--- config.mk ---
export PLATFORM = sky130hd
export DESIGN_NAME = noc_traffic_gen
export DESIGN_NICKNAME = d
export VERILOG_FILES = /design/src/rtl/noc_traffic_gen.sv
export SDC_FILE = /design/constraint.sdc
export NUM_CORES = 1
export LEC_CHECK = 0
export BUFFER_PORTS_ARGS = -buffer_cell sky130_fd_sc_hd__buf_2
export CORE_AREA = 2 2 124 126
export CTS_CLUSTER_SIZE = 28
export DETAILED_ROUTE_END_ITERATION = 10
export DIE_AREA = 0 0 126 128
export HOLD_SLACK_MARGIN = 0.15
export PLACE_DENSITY = 0.79
export SETUP_SLACK_MARGIN = 0.3
export SLEW_MARGIN = 10
export SYNTH_ARGS = -nofsm -noshare
export SYNTH_HDL_FRONTEND = slang
export SYNTH_SLANG_ARGS = --single-unit
--- constraint.sdc ---
create_clock -name clk -period 2.5 [get_ports clk]
set_clock_uncertainty 0.1 [all_clocks]
set_input_delay 0.25 -clock clk [delete_from_list [all_inputs] [get_ports clk]]
set_output_delay 0.25 -clock clk [all_outputs]
set_load 0.05 [all_outputs]
--- src/rtl/noc_traffic_gen.sv ---
`default_nettype none
// ============================================================================
// Module   : noc_traffic_gen
// Brief    : NoC local-port traffic generator (packet build/inject) and sink.
// Revision : 1.0 - initial release
// ============================================================================
// Flit layout: [18] valid, [17:16] type (01 head, 10 body, 11 tail), [15:0] payload.
module noc_traffic_gen #(
    parameter int          BODY_COUNT  = 2,
    parameter int          NUM_PACKETS = 10,
    parameter int          INJ_GAP     = 0,
    parameter int          MODE        = 0,
    parameter int          MESH_X      = 4,
    parameter int          MESH_Y      = 4,
    parameter int          X_ADDR      = 0,
    parameter int          Y_ADDR      = 0,
    parameter int          DST_X       = 3,
    parameter int          DST_Y       = 3,
    parameter logic [15:0] LFSR_SEED   = 16'hACE1,
    localparam int         FLIT_SIZE   = 19
) (
    input  logic                 clk,
    input  logic                 reset_n,
    input  logic                 i_start,
    output logic [FLIT_SIZE-1:0] o_flit,
    output logic                 o_transmit,
    input  logic                 i_send,
    input  logic [FLIT_SIZE-1:0] i_flit,
    input  logic                 i_rec_req,
    output logic                 o_rec_ack,
    output logic [15:0]          o_tx_pkts,
    output logic [15:0]          o_rx_pkts,
    output logic                 o_rx_err,
    output logic                 o_done
);

    localparam logic [1:0]  FT_HEAD    = 2'b01;
    localparam logic [1:0]  FT_BODY    = 2'b10;
    localparam logic [1:0]  FT_TAIL    = 2'b11;
    localparam int          DEPTH      = BODY_COUNT + 2;
    localparam int          PTR_W      = $clog2(DEPTH);
    localparam int          CNT_W      = $clog2(DEPTH + 1);
    localparam logic [3:0]  OWN_X      = 4'(X_ADDR);
    localparam logic [3:0]  OWN_Y      = 4'(Y_ADDR);
    localparam logic [31:0] NUM_PKTS_U = NUM_PACKETS;

    typedef enum logic [2:0] {
        S_IDLE, S_GAP, S_HEAD, S_BODY, S_TAIL, S_REQ, S_SEND, S_DONE
    } tx_state_t;

    tx_state_t              state_q, state_d;
    logic [15:0]            lfsr_q, lfsr_d;
    logic [15:0]            seq_q, seq_d;
    logic [7:0]             gap_q, gap_d;
    logic [7:0]             body_idx_q, body_idx_d;
    logic [15:0]            tx_pkts_q, tx_pkts_d;
    logic [15:0]            rx_pkts_q, rx_pkts_d;
    logic                   rx_err_q, rx_err_d;
    logic                   done_q, done_d;
    logic [FLIT_SIZE-1:0]   flit_q, flit_d;
    logic [FLIT_SIZE-1:0]   fifo_q [DEPTH];
    logic [FLIT_SIZE-1:0]   fifo_d [DEPTH];
    logic [PTR_W-1:0]       wr_ptr_q, wr_ptr_d, rd_ptr_q, rd_ptr_d;
    logic [CNT_W-1:0]       cnt_q, cnt_d;

    logic                   wr_en, rd_en, fifo_full, limit_ok, rx_fire;
    logic [FLIT_SIZE-1:0]   wr_data;
    logic [7:0]             raw_x, raw_y;
    logic [3:0]             rnd_x, rnd_y, dst_x, dst_y;
    logic [7:0]             unused_rx_payload;

    function automatic logic [PTR_W-1:0] ptr_inc(input logic [PTR_W-1:0] p);
        return (p == PTR_W'(DEPTH - 1)) ? '0 : p + 1'b1;
    endfunction

    assign fifo_full = (cnt_q == CNT_W'(DEPTH));
    assign limit_ok  = (NUM_PACKETS == 0) || ({16'd0, tx_pkts_q} < NUM_PKTS_U);

    // Random destination never targets this node: collisions slide one column.
    always_comb begin
        raw_x = lfsr_q[7:0] % 8'(MESH_X);
        raw_y = lfsr_q[15:8] % 8'(MESH_Y);
        rnd_x = raw_x[3:0];
        rnd_y = raw_y[3:0];
        if (raw_x[3:0] == OWN_X && raw_y[3:0] == OWN_Y) begin
            rnd_x = 4'((5'(raw_x[3:0]) + 5'd1) % 5'(MESH_X));
        end
        if (MODE == 1) begin
            dst_x = 4'(DST_X);
            dst_y = 4'(DST_Y);
        end else if (MODE == 2) begin
            dst_x = OWN_Y;
            dst_y = OWN_X;
        end else begin
            dst_x = rnd_x;
            dst_y = rnd_y;
        end
    end

    always_comb begin
        state_d    = state_q;
        lfsr_d     = lfsr_q;
        seq_d      = seq_q;
        gap_d      = gap_q;
        body_idx_d = body_idx_q;
        tx_pkts_d  = tx_pkts_q;
        done_d     = done_q;
        flit_d     = '0;
        wr_en      = 1'b0;
        wr_data    = '0;
        rd_en      = 1'b0;
        o_transmit = 1'b0;
        case (state_q)
            S_IDLE: begin
                if (i_start && limit_ok) begin
                    state_d = (gap_q == 8'd0) ? S_HEAD : S_GAP;
                end
            end
            S_GAP: begin
                gap_d = gap_q - 8'd1;
                if (gap_q <= 8'd1) begin
                    state_d = S_HEAD;
                end
            end
            S_HEAD: begin
                wr_en      = 1'b1;
                wr_data    = {1'b1, FT_HEAD, dst_x, dst_y, 8'h00};
                lfsr_d     = {lfsr_q[0] ^ lfsr_q[2] ^ lfsr_q[3] ^ lfsr_q[5], lfsr_q[15:1]};
                body_idx_d = 8'd0;
                state_d    = S_BODY;
            end
            S_BODY: begin
                wr_en   = 1'b1;
                wr_data = {1'b1, FT_BODY, OWN_X, OWN_Y, body_idx_q};
                if (body_idx_q == 8'(BODY_COUNT - 1)) begin
                    body_idx_d = 8'd0;
                    state_d    = S_TAIL;
                end else begin
                    body_idx_d = body_idx_q + 8'd1;
                end
            end
            S_TAIL: begin
                wr_en   = 1'b1;
                wr_data = {1'b1, FT_TAIL, seq_q};
                state_d = S_REQ;
            end
            S_REQ: begin
                o_transmit = 1'b1;
                if (i_send) begin
                    state_d = S_SEND;
                end
            end
            S_SEND: begin
                if (cnt_q != '0) begin
                    rd_en  = 1'b1;
                    flit_d = fifo_q[rd_ptr_q];
                end
                if (cnt_q <= CNT_W'(1)) begin
                    state_d = S_DONE;
                end
            end
            S_DONE: begin
                tx_pkts_d = (tx_pkts_q == 16'hFFFF) ? tx_pkts_q : tx_pkts_q + 16'd1;
                seq_d     = seq_q + 16'd1;
                gap_d     = 8'(INJ_GAP);
                if (NUM_PACKETS != 0 && {16'd0, tx_pkts_d} >= NUM_PKTS_U) begin
                    done_d = 1'b1;
                end
                state_d = S_IDLE;
            end
            default: state_d = S_IDLE;
        endcase
    end

    always_comb begin
        fifo_d   = fifo_q;
        wr_ptr_d = wr_ptr_q;
        rd_ptr_d = rd_ptr_q;
        cnt_d    = cnt_q;
        if (wr_en && !fifo_full) begin
            fifo_d[wr_ptr_q] = wr_data;
            wr_ptr_d         = ptr_inc(wr_ptr_q);
            cnt_d            = cnt_d + CNT_W'(1);
        end
        if (rd_en) begin
            rd_ptr_d = ptr_inc(rd_ptr_q);
            cnt_d    = cnt_d - CNT_W'(1);
        end
    end

    // Sink is gated by reset so the ack reads inactive while the block is held.
    assign o_rec_ack         = i_start & reset_n;
    assign rx_fire           = i_flit[FLIT_SIZE-1] & i_rec_req & o_rec_ack;
    assign unused_rx_payload = i_flit[7:0];

    always_comb begin
        rx_pkts_d = rx_pkts_q;
        rx_err_d  = rx_err_q;
        if (rx_fire && i_flit[17:16] == FT_HEAD &&
            (i_flit[15:12] != OWN_X || i_flit[11:8] != OWN_Y)) begin
            rx_err_d = 1'b1;
        end
        if (rx_fire && i_flit[17:16] == FT_TAIL && rx_pkts_q != 16'hFFFF) begin
            rx_pkts_d = rx_pkts_q + 16'd1;
        end
    end

    always_ff @(posedge clk or negedge reset_n) begin
        if (!reset_n) begin
            state_q    <= S_IDLE;
            lfsr_q     <= LFSR_SEED;
            seq_q      <= '0;
            gap_q      <= '0;
            body_idx_q <= '0;
            tx_pkts_q  <= '0;
            rx_pkts_q  <= '0;
            rx_err_q   <= 1'b0;
            done_q     <= 1'b0;
            flit_q     <= '0;
            fifo_q     <= '{default: '0};
            wr_ptr_q   <= '0;
            rd_ptr_q   <= '0;
            cnt_q      <= '0;
        end else begin
            state_q    <= state_d;
            lfsr_q     <= lfsr_d;
            seq_q      <= seq_d;
            gap_q      <= gap_d;
            body_idx_q <= body_idx_d;
            tx_pkts_q  <= tx_pkts_d;
            rx_pkts_q  <= rx_pkts_d;
            rx_err_q   <= rx_err_d;
            done_q     <= done_d;
            flit_q     <= flit_d;
            fifo_q     <= fifo_d;
            wr_ptr_q   <= wr_ptr_d;
            rd_ptr_q   <= rd_ptr_d;
            cnt_q      <= cnt_d;
        end
    end

    a_no_overflow: assert property (@(posedge clk) disable iff (!reset_n) !(wr_en && fifo_full));

    assign o_flit    = flit_q;
    assign o_tx_pkts = tx_pkts_q;
    assign o_rx_pkts = rx_pkts_q;
    assign o_rx_err  = rx_err_q;
    assign o_done    = done_q;

endmodule
`default_nettype wire

Word-level counts from Yosys, hierarchy flattened:

Index checks and enable logic that the tools add are counted.

* $mul: 0
* reductions and logical operators: 22
* shift-type cells: 0
* order comparisons: 7
* eq/ne operators: 20
* bitwise logic cells: 8
* divide/modulo/power cells: 0
* $add $sub $neg: 10
* mux-type cells: 29

Operator list (number)
* 19-bit 2-to-1 mux: 5
* 76-bit bitwise mux: 1
* 19-bit one-hot mux with 3 select lines: 1
* 16-bit by 1-bit adder with 16-bit output, second input constant: 3
* 19-bit binary-select mux with 2-bit select: 1
* 19-bit demux with 2-bit select: 1
* 8-bit one-hot mux with 2 select lines: 2
* 3-bit one-hot mux with 8 select lines: 1
* 3-bit 2-to-1 mux: 7
* 16-bit equality test, second input constant: 1
* 16-bit by 4-bit >= comparator with 1-bit output, second input constant: 1
* 16-bit by 4-bit < comparator with 1-bit output, second input constant: 1
* 16-bit 2-to-1 mux: 1
* 16-bit inequality test, second input constant: 1
* 3-bit equality test, second input constant: 5
* 2-bit inequality test, second input constant: 5
* 8-bit by 1-bit adder with 8-bit output, second input constant: 1
* 8-bit by 1-bit equality test with 1-bit output, second input constant: 1
* 8-bit by 1-bit <= comparator with 1-bit output, second input constant: 1
* 1-bit logical AND: 8
* 4-bit zero test: 2
* 8-bit zero test: 1
* 2-bit 2-to-1 mux: 4
* 8-bit 2-to-1 mux: 1
* other kinds (24): 40

* logic and storage cells: 113
* input port bits: 24
* output and inout port bits: 55
* bits in latches: 0
* memories kept: 0
* bits in read-only memories: 0
* bits in registers: 187
* RAM bits: 0

Logic depth before layout (Yosys ltp):

* depth in word-level cells: 7
* depth in mapped cells: 11
* mapped depth without buffers: 9

Least setup slack after synthesis:

No wires, ideal clock.

* path type: register to register
* from: register tx_pkts_q[1], in the netlist o_tx_pkts[1]
* to: register done_q, in the netlist o_done
* cell stages (with the launch flop): 8
* data arrival time: 2.052 ns
* setup time: 0.136 ns
* data required time: 2.264 ns
* setup slack: 0.213 ns
* path buffers: 1
* period minus slack after synthesis: 2.287 ns
* path through: dfrtp_1 > ha_1 > and4_1 > buf_2 > nand2_2 > o32a_1 > nor4_1 > a31oi_1

* word-level cells in the longest chain between the ends: 4
* elaborated cells between the ends (all ways): 5
* classes of those cells: add/sub (1); order compare (1); eq/ne (1); mux (1); reduce/logical (1)

RTL lines
* start, declared: line 56 `logic [15:0] tx_pkts_q, tx_pkts_d;`
* start signal, assigned: line 230 `tx_pkts_q <= tx_pkts_d;`
* 16-bit by 1-bit adder with 16-bit output / 16-bit equality test (equally long branches): line 163 `tx_pkts_d = (tx_pkts_q == 16'hFFFF) ? tx_pkts_q : tx_pkts_q + 16'd1;`
* 16-bit 2-to-1 mux (*): line 163
* 16-bit by 4-bit >= comparator with 1-bit output (*): line 166 `if (NUM_PACKETS != 0 && {16'd0, tx_pkts_d} >= NUM_PKTS_U) begin`
* 2-bit AND reduction (no source line) (*)
* end signal, assigned: line 233 `done_q <= done_d;`
* end, declared: line 59 `logic done_q, done_d;`

Mark *: on every way between the ends. The rest lies on a longest branch, timed or not.
A chain may end at the register's enable or synchronous reset.

Worst setup path in the final report:

Same ends and word-level chain as after synthesis.

==> flow_metrics.tcl <==
set metrics [dict create \
    outcome "finished, final reports clean" \
    rsz0062_at_grt "true" \
    path_cells "ha_2 > and4_4 > nand2_2 > o32a_1 > nor4_2 > a31oi_1" \
    grt_max_degree 188 \
    place_area_um2 9260 \
    h-tree-depth 4 \
    crit_end "o_done" \
    max_freq_ghz 0.463 \
    first_global_vias 6070 \
    core_area_um2 14900 \
    grt_pass1_wl_um 29300 \
    num_antenna_cells 0 \
    syn_inst 813 \
    synthFlopType "dfrtp_1" \
    synth_seq_area_share_pct 53.9 \
    area_growth_pct 14.9 \
    crit_fanout 9 \
    cts_max_path_buffers 2 \
    rows 45 \
    vias_per_cell 5.76 \
    slew-limit-headroom_pct 33.0 \
    avgSynthCellArea_um2 10.7 \
    hpwl_um 10800 \
    die-area_um2 16100 \
    die-width_um 126 \
    min_period_ps 2160 \
    ir_worst_vdd_uv 598 \
    critPathKind "reg2reg" \
    clk-insertion-delay-late_ps 430 \
    worst_path_max_delay_cell "o32a_1" \
    io_pins 79 \
    dr.first_iter.drc_count 475 \
    synth_top_area_share_pct 51.4 \
    nNetsFinal 932 \
    grt_antenna_before_repair 0 \
    yosysUniqueCellTypes 64 \
    detail-route-antenna-nets 0 \
    final_cell_count_no_fill 1090 \
    hold_class "in2reg" \
    root_buffer "clkbuf_16" \
    power_density_nw_per_um2 1020 \
    cp.required_ps 2700 \
    critPathLaunchType "flip-flop" \
    r2r_cells 6 \
    utilization_pct 67.3 \
    maxCapViolations 0 \
    synthTopCellsByArea "dfrtp_1 (51%), nand2_1 (5.5%), mux4_2 (4.9%)" \
    p_leak_nw 4.52 \
    syn-num-nets 855 \
    grtUsageTotal_pct 22.7 \
    grt.overflow.total 0 \
    routed_wl_um 17700 \
    filler_cell_count 1116 \
    r2r_start "o_tx_pkts[1]" \
    cp.arrival_ps 2360 \
    fin_tns_setup_ps 0 \
    synth_warnings 0 \
    wl_per_cell_um 16.2 \
    path_clk_slew_ps 70 \
    rrSetupSlack_ps 340 \
    worstHoldPathCells 4 \
    clock_sinks 187 \
    r2r-end "o_done" \
    slew_violations 0 \
    gp_congestion 0.868 \
    remaining_drc_errors 0 \
    hold_viol 0 \
    io_buffer_count 70 \
    numCtsBuffers 17 \
    netlist_area_um2 8710 \
    start_util_pct 58.6 \
    yosysMostFrequentCell "dfrtp_1" \
    dp.cells 1048 \
    synthArstFlopShare_pct 100 \
    worstSetupStartpoint "o_tx_pkts[1]" \
    cts_tree "built" \
    vias 6279 \
    setup_viol 0 \
    tightest_slew_ps 1000 \
    synth_commonest_cells "dfrtp_1 (179), nand2_1 (128), o21ai_0 (68)" \
    timing.final.crit_share_pct 86.4 \
    final_layout_size_suffix_gt1_share_pct 23.1 \
    fin_area_um2 10000 \
    die-height_um 128 \
    synth_edf_count 0 \
    critPathCaptureType "flip-flop" \
    yosys.area.top_type "dfrtp_1" \
    cpPeakStageDelay_ps 420 \
    ys_seq_elements 187 \
    dr.pass1.iters 6 \
]
==> worst min-delay path by stage <==
stage | from | to | slack (ps)
CTS | i_flit[10] | o_rx_err | 190
global placement | o_rx_err | o_rx_err | 340
global route | i_flit[16] | o_rx_pkts[6] | 230
detailed placement | o_rx_err | o_rx_err | 350
finish | i_flit[10] | o_rx_err | 200
floorplan | reset_n | body_idx_q[0] | -150
==> layout by cell type, fill, tap and decap left out, types with 19 or more instances in the layout <==
cell,netlist,final
buf_4,2,24
nor2b_1,23,23
nand2_1,128,128
nand3_1,26,26
mux4_2,19,19
o21ai_1,38,42
o21ai_0,68,64
xnor2_1,38,37
dfrtp_1,179,173
buf_2,22,69
nor2_1,40,39
inv_1,20,20
==> layout make-up <==
type / instances / area [um^2] / area share (%)
well taps: 188 / 235 / 2.35
multi-input cells: 564 / 3820 / 38.2
inverters: 21 / 78.8 / 0.787
flip-flops and latches: 187 / 4700 / 46.9
clock buffers: 18 / 429 / 4.29
repair buffers: 99 / 606 / 6.05
clock inverters: 13 / 141 / 1.41
==> timing repair <==
item                       4_1_cts  5_1_grt
buffers inserted                 3        6
hold buffers                     2        0
pin swaps                        2        6
resized for setup                6       19
hold endpoints to repair       180        0
setup endpoints to repair       32       39
==> state kept, by name, indices dropped and copies added (netlist names) <==
signal,count
fifo_q,76
o_flit,19
lfsr_q,16
o_rx_pkts,16
o_tx_pkts,16
seq_q,16
body_idx_q,8
gap_q,8
cnt_q,3
state_q,3
rd_ptr_q,2
wr_ptr_q,2
o_done,1
o_rx_err,1
==> worst max-delay path, delay by kind of cell, from the launching register on <==
kind | cells | cell delay (ps)
AOI/OAI and AO/OA | 2 | 560
adders and majority gates | 1 | 240
DFF | 1 | 400
and+or+nand+nor | 3 | 730
==> report_power, final <==
part | switching, W | internal (W)
Sequential | 0.000487 | 0.00359
Clock | 0.00115 | 0.00148
Combinational | 0.00213 | 0.00135
==> logic make-up after synthesis <==
family,Yosys count,share of synthesized area (%)
adders and majority gates,18,2.59
and+or+nand+nor,296,16.8
AOI/OAI and AO/OA,157,10.7
DFF,187,53.9
muxes,39,7.46
xor gates and xnor gates,54,5.43
buffers and inverters,62,3.18
==> through the flow <==
| step | setup WS [ps] | hold slack, ps | total power (W) |
|---|---|---|---|
| after floorplan | 308 | -146 | 0.00650 |
| after global placement | 244 | 344 | 0.00722 |
| after detailed placement | 139 | 349 | 0.00733 |
| after CTS | 300 | 189 | 0.0101 |
| after global routing | 276 | 234 | 0.0108 |
| final | 339 | 196 | 0.0102 |
==> layer usage <==
layer  global-route usage (%)  wire, um  up-vias
met1                     30.6      7990     3111
li1                         -         -     2988
met2                     37.1      8630      150
met4                     7.89       286        0
met5                        0         0        -
met3                     4.55       753       30
(Power assumes the default switching activity.)
